$ cat src/rtl/pipelined_barrel_shifter.sv
// rtl/pipelined_barrel_shifter.sv - pipelined barrel shifter (SLL/SRL/SRA/ROL), one shamt bit per stage
// Stage k applies a 2^k shift; bubble-collapsing valid/ready flow control.
module pipelined_barrel_shifter #(
   parameter  int WIDTH = 16,
   localparam int SW    = $clog2(WIDTH)
) (
   input  logic             clk,
   input  logic             rst_n,
   input  logic             in_valid,
   output logic             in_ready,
   input  logic [WIDTH-1:0] in_data,
   input  logic [SW-1:0]    in_shamt,
   input  logic [1:0]       in_mode,
   output logic             out_valid,
   input  logic             out_ready,
   output logic [WIDTH-1:0] out_data,
   output logic             out_zero
);

   localparam logic [1:0] MODE_SLL = 2'b00;
   localparam logic [1:0] MODE_SRL = 2'b01;
   localparam logic [1:0] MODE_SRA = 2'b10;

   logic [SW-1:0]    v_q;
   logic [SW-1:0]    ld;
   logic [SW-1:0]    src_v;
   logic [WIDTH-1:0] d_q   [SW];
   logic [WIDTH-1:0] src_d [SW];
   logic [WIDTH-1:0] sh_d  [SW];
   logic [SW-1:0]    s_q   [SW];
   logic [SW-1:0]    src_s [SW];
   logic [1:0]       m_q   [SW];
   logic [1:0]       src_m [SW];
   logic             zero_q;

   function automatic logic [WIDTH-1:0] shift_step(input logic [WIDTH-1:0] d,
                                                   input logic [1:0]       m,
                                                   input logic             en,
                                                   input int               k);
      logic [WIDTH-1:0] r;
      int               n;
      n = 1 << k;
      r = d;
      if (en) begin
         case (m)
            MODE_SLL: r = d << n;
            MODE_SRL: r = d >> n;
            MODE_SRA: r = WIDTH'($signed(d) >>> n);
            default:  r = (d << n) | (d >> (WIDTH - n));
         endcase
      end
      return r;
   endfunction

   // A stage may load unless it and every stage downstream of it is full while out_ready is low.
   always_comb begin
      ld       = '0;
      src_v[0] = in_valid;
      src_d[0] = in_data;
      src_s[0] = in_shamt;
      src_m[0] = in_mode;
      for (int k = 1; k < SW; k++) begin
         src_v[k] = v_q[k-1];
         src_d[k] = d_q[k-1];
         src_s[k] = s_q[k-1];
         src_m[k] = m_q[k-1];
      end
      for (int k = 0; k < SW; k++) begin
         ld[k]   = out_ready || !(&(v_q | SW'((1 << k) - 1)));
         sh_d[k] = shift_step(src_d[k], src_m[k], src_s[k][k], k);
      end
   end

   always_ff @(posedge clk or negedge rst_n) begin
      if (!rst_n) begin
         v_q    <= '0;
         zero_q <= 1'b0;
         for (int k = 0; k < SW; k++) begin
            d_q[k] <= '0;
            s_q[k] <= '0;
            m_q[k] <= '0;
         end
      end else begin
         for (int k = 0; k < SW; k++) begin
            if (ld[k]) begin
               v_q[k] <= src_v[k];
               if (src_v[k]) begin
                  d_q[k] <= sh_d[k];
                  s_q[k] <= src_s[k];
                  m_q[k] <= src_m[k];
               end
            end
         end
         if (ld[SW-1] && src_v[SW-1]) begin
            zero_q <= (sh_d[SW-1] == '0);
         end
      end
   end

   assign in_ready  = ld[0];
   assign out_valid = v_q[SW-1];
   assign out_data  = d_q[SW-1];
   assign out_zero  = zero_q;

endmodule

$ cat config.mk
export PLATFORM = sky130hd
export DESIGN_NAME = pipelined_barrel_shifter
export DESIGN_NICKNAME = d
export VERILOG_FILES = /design/src/rtl/pipelined_barrel_shifter.sv
export SDC_FILE = /design/constraint.sdc
export NUM_CORES = 1
export LEC_CHECK = 0
export ABC_AREA = 1
export CAP_MARGIN = 25
export CORE_MARGIN = 8
export CORE_UTILIZATION = 56
export CTS_CLUSTER_SIZE = 12
export DETAILED_ROUTE_END_ITERATION = 8
export PLACE_DENSITY = 0.79
export SLEW_MARGIN = 25
export SYNTH_ARGS = -nofsm -noshare
export SYNTH_HDL_FRONTEND = slang
export SYNTH_SLANG_ARGS = --single-unit
$ cat constraint.sdc
create_clock -name clk -period 1.5 [get_ports clk]
set_input_delay 0.45 -clock clk [delete_from_list [all_inputs] [get_ports clk]]
set_output_delay 0.45 -clock clk [all_outputs]
set_load 0.03 [all_outputs]
Yosys cells after proc, flatten, opt, wreduce, memory -nomap -nowiden
Index checks and enable logic that the tools add are counted.
{"block": "totals", "reg_bits": 87, "wordCells": 56}
{"block": "op_classes", "n_reduce_logical": 21, "eq_ne": 8, "n_mux": 8, "bitwise": 4}
{"op": "16-bit case mux with 3 select lines", "n": 4}
{"op": "16-bit 2-to-1 mux", "n": 4}
{"op": "16-bit zero test", "n": 1}
{"op": "16-bit by 1-bit bitwise OR with 16-bit output", "n": 1}
{"op": "16-bit by 2-bit bitwise OR with 16-bit output", "n": 1}
{"op": "16-bit by 4-bit bitwise OR with 16-bit output", "n": 1}
{"op": "16-bit by 8-bit bitwise OR with 16-bit output", "n": 1}
{"op": "2-bit AND reduction", "n": 5}
{"op": "2-bit by 1-bit == test with 1-bit output, second input constant", "n": 4}
{"op": "2-bit == test, second input constant", "n": 4}
{"op": "2-bit zero test", "n": 4}
{"op": "1-bit zero test", "n": 4}
{"op": "1-bit logical OR", "n": 4}
{"op": "4-bit AND reduction", "n": 1}
{"op": "3-bit AND reduction", "n": 1}
{"op": "1-bit logical AND", "n": 1}

Logic depth before layout (Yosys ltp)
{"block": "depth", "word_depth": 4, "depth_mapped": 10, "mapped_depth_nobuf": 10}

Worst setup path before layout
OpenSTA, ideal clock, no wires.
{"block": "synth_path", "path_type": "reg2out", "startpoint": "reg v_q[3]", "endpoint": "out in_ready", "stages_incl_launch_ff": 6, "t_arrival_ns": 1.138, "path_slack_ns": -0.088, "n_path_buf": 0, "cell_sequence": "dfrtp_1 > nand2_1 > nor2_1 > nand2_1 > nor2_2 > inv_1"}
{"block": "synth_via", "elab_chain_len": 3}
{"item": "start, declared", "line": "24", "text": "logic [SW-1:0] v_q;"}
{"item": "start signal, assigned by index", "line": "86", "text": "v_q[k] <= src_v[k];"}
{"item": "4-bit AND reduction", "line": "69", "text": "ld[k] = out_ready || !(&(v_q | SW'((1 << k) - 1)));"}
{"item": "1-bit zero test", "line": "69"}
{"item": "1-bit logical OR", "line": "69"}
{"item": "end, declared", "line": "10", "text": "output logic in_ready,"}
Every way passes these cells.

Worst setup path in the final report
Ends and elaborated chain as after synthesis.

==> results.md <==
* Status: finished, violations left
* Failing checks: negative setup slack
* Area share of the largest cell type after synthesis at roughly 45%
* Initial Util at 58.0%
* Req. time, crit path at 1050 ps
* Layout cell share with drive strength beyond 1 at approximately 16%
* Slew Viols, Final at 0
* GP Congestion at 0.996
* Hold crit path type: reg -> reg
* FF+latch count, synth at between 80 and 90
* Layout area overhead at 20.4%
* Die Height at 106 um
* DR DRC count at 0
* 1st-iter DRT viols at 195
* RSZ-0062 raised after global routing: yes
* CTS Root Cell: clkbuf_8
* Cells after Synth at around 600
* Worst Setup End Kind: primary output
* Critical Path Max Stage Delay at between 300 and 400 ps
* Die width at ~110 um
* Detailed Route WL at around 10000 um
* # clock sinks at 81
* Reg-to-Reg End: d_q[35]
* CP Launch Type: flop
* Reg2Reg Setup Slack at 90 ps
* Post-DR vias/cell at ~5.4
* Maximum number of pins on one net before global-route repair at 41
* CTS clk-pin slew, worst paths at about 80 ps
* Worst r2r src: m_q[6]
* CTS H-tree lvls at 3
* DR WL/cell at 13.3 um
* CTS Buf Count at 9
* Worst-Skew Late Latency at 340 ps
* Vias in the first global route at roughly 3,800
* Synth Area per Inst at about 7.5 um2
* Global-route wire length before repair at 17,000 um
* Worst path cell trace: nand2_4, nor2_4, nand2_2, nor2_4, inv_2, buf_6
* Die area at roughly 11,000 um2
* CP most frequent cell: nor2_4
* Crit Path Max Fanout at 2
* Antenna Violating Nets Remaining at 0
* Netlist Area Pre-Place at roughly 4500 um2
* Setup TNS at -171 ps
* Port Buf Inserts at between 40 and 50
* Final Hold Fails at 0
* Synth area leader: dfrtp_1
* # nets final at 671
* DR pass1 iterations at 5
* YS warnings at 0
* Crit. Startpoint: v_q[3]
* Initial antenna violation count at 0
* Max-cap viol count at 0
* IR drop worst, VDD at between 0.6 and 0.7 mV
* Number of diodes at 0
* Crit path max-delay family: flip-flops
* Top cells by area, synth: dfrtp_1 (45%), nand2_1 (13%), inv_1 (6.1%)
* Setup-failing EPs final at 1
* Data arrival, critical path at between 1000 and 1500 ps
* Clk buf depth at 2
* Layout Cells excl Fill at approximately 750
* Sequential area share after synthesis at roughly 45%
* Hold_ws at between 400 and 500 ps
* Crit. path cell count at 6
* Placed insts at 730
* Cell area after layout at approximately 5400 um2
* Peak Freq at 598 MHz
* P_leak at about 2.6 nW
* Clk_skew at approximately 5.4 ps
* TritonCTS clock tree: built
* Grt ovf at 0
* Gr usage total at 18.1%
* Fin worst setup slack at -171 ps
* Routed via count at around 4,100
* Worst reg-to-reg path cell count at 7
* Actual slew at the worst max-slew pin at about 290 ps
* WS Path Type: reg -> out
* Power per cell area at ~1700 nW/um2
* Normalized max-slew margin at 80.4%
* Most common cell after layout, fill and taps aside: nand2_1
* Worst Path Buf+Inv at 2
* Core area at 7770 um2
* Placed Area at ~5000 um2
* Tcrit/Tclk final at 111%
* # IOs at 45
* Worst setup path endpoint: in_ready
* Distinct cells, synth at 28
* Slowest cell on the critical path: dfrtp_2
* Post-route minimum period at approximately 1700 ps
* Post-synth net total at 625
* Detailed placement HPWL at 7210 um
* Num rows at 32
* Most frequent cells in the layout: nand2_1 (153), dfrtp_1 (78), inv_1 (71)
[kinds of logic after synthesis]
family | count (synthesis) | share of synthesized area (%)
xor gates and xnor gates | 1 | 0.194
DFF | 81 | 45.0
and+or+nand+nor | 227 | 20.4
buffers and inverters | 124 | 13.0
AOI/OAI and AO/OA | 166 | 21.4
[routing by layer]
metal  GRT usage [%]  share of wire, %  wire [um]  up-vias
li1                -                 -          -     2031
met1            20.2                42       4200     1855
met2            32.3                50       4970      155
met3            2.98               5.0        502       28
met4            9.55               3.0        297        0
met5               0                 0          0        -
[synth_stat cells]
| master | count |
|---|---|
| a21oi_1 | 47 |
| a22oi_1 | 8 |
| a22oi_2 | 8 |
| a31oi_1 | 1 |
| buf_1 | 1 |
| buf_2 | 12 |
| buf_4 | 21 |
| buf_6 | 3 |
| clkbuf_1 | 5 |
| clkbuf_2 | 1 |
| clkbuf_4 | 1 |
| clkinv_1 | 1 |
| dfrtp_1 | 81 |
| inv_1 | 73 |
| inv_2 | 6 |
| nand2_1 | 157 |
| nand2_2 | 2 |
| nand3_1 | 27 |
| nor2_1 | 34 |
| nor2_2 | 5 |
| nor2_4 | 2 |
| o211ai_1 | 10 |
| o21ai_0 | 35 |
| o21ai_1 | 42 |
| o21ai_2 | 1 |
| o221ai_1 | 3 |
| o22ai_1 | 11 |
| xor2_1 | 1 |
[timing repair]
item                       CTS  global route
hold buffers                 1             0
hold endpoints to repair    16             0
pin swaps                    5             5
cloned                       1             1
setup endpoints to repair   50            22
resized for setup           42            16
setup buffers                0             3
[worst min path at each step]
stage | cells after the start | from | to
final | 2 | out_data[0] | out_data[0]
after global routing | 2 | out_data[0] | out_data[0]
after detailed placement | 1 | rst_n | out_data[7]
after floorplan | 0 | rst_n | d_q[16]
after CTS | 2 | v_q[2] | v_q[3]
after global placement | 1 | rst_n | out_data[7]
[area by class of cell]
cell class,count,area [um2]
multi-input cells,395,1960
repair buffers,78,778
inverters,80,303
fillers,621,2340
clock inverters,5,77.6
well taps,102,128
clock buffers,11,151
flip-flops and latches,81,2030
[sequential cells by signal, summed over array words and instances, names as in the netlist]
name	cells
s_q	6
m_q	6
v_q	4
out_data	16
d_q	48
out_zero	1
[worst register-to-register path, delay by kind of cell (launching register included)]
family / cells / cell delay [ps]
and+or+nand+nor: 2 / 270
DFF: 1 / 410
buffers and inverters: 2 / 230
AOI/OAI and AO/OA: 3 / 410
[power by group]
part	total, mW	leakage [nW]	internal (mW)	switching (mW)
sequential	3.45	0.973	2.91	0.535
combinational	4.00	1.56	1.52	2.47
clock	1.77	0.115	1.02	0.746
total	9.21	2.64	5.46	3.75
[metrics by stage]
step	setup WS [ps]	utilization [%]	power, mW
3_3_place_gp	-910	65.2	7.20
6_report	-171	69.8	9.21
4_1_cts	-285	68.8	9.09
2_1_floorplan	30.3	-	6.31
3_5_place_dp	-908	65.2	7.33
5_1_grt	-244	69.8	9.86
Power figures use the tool's default switching activity.
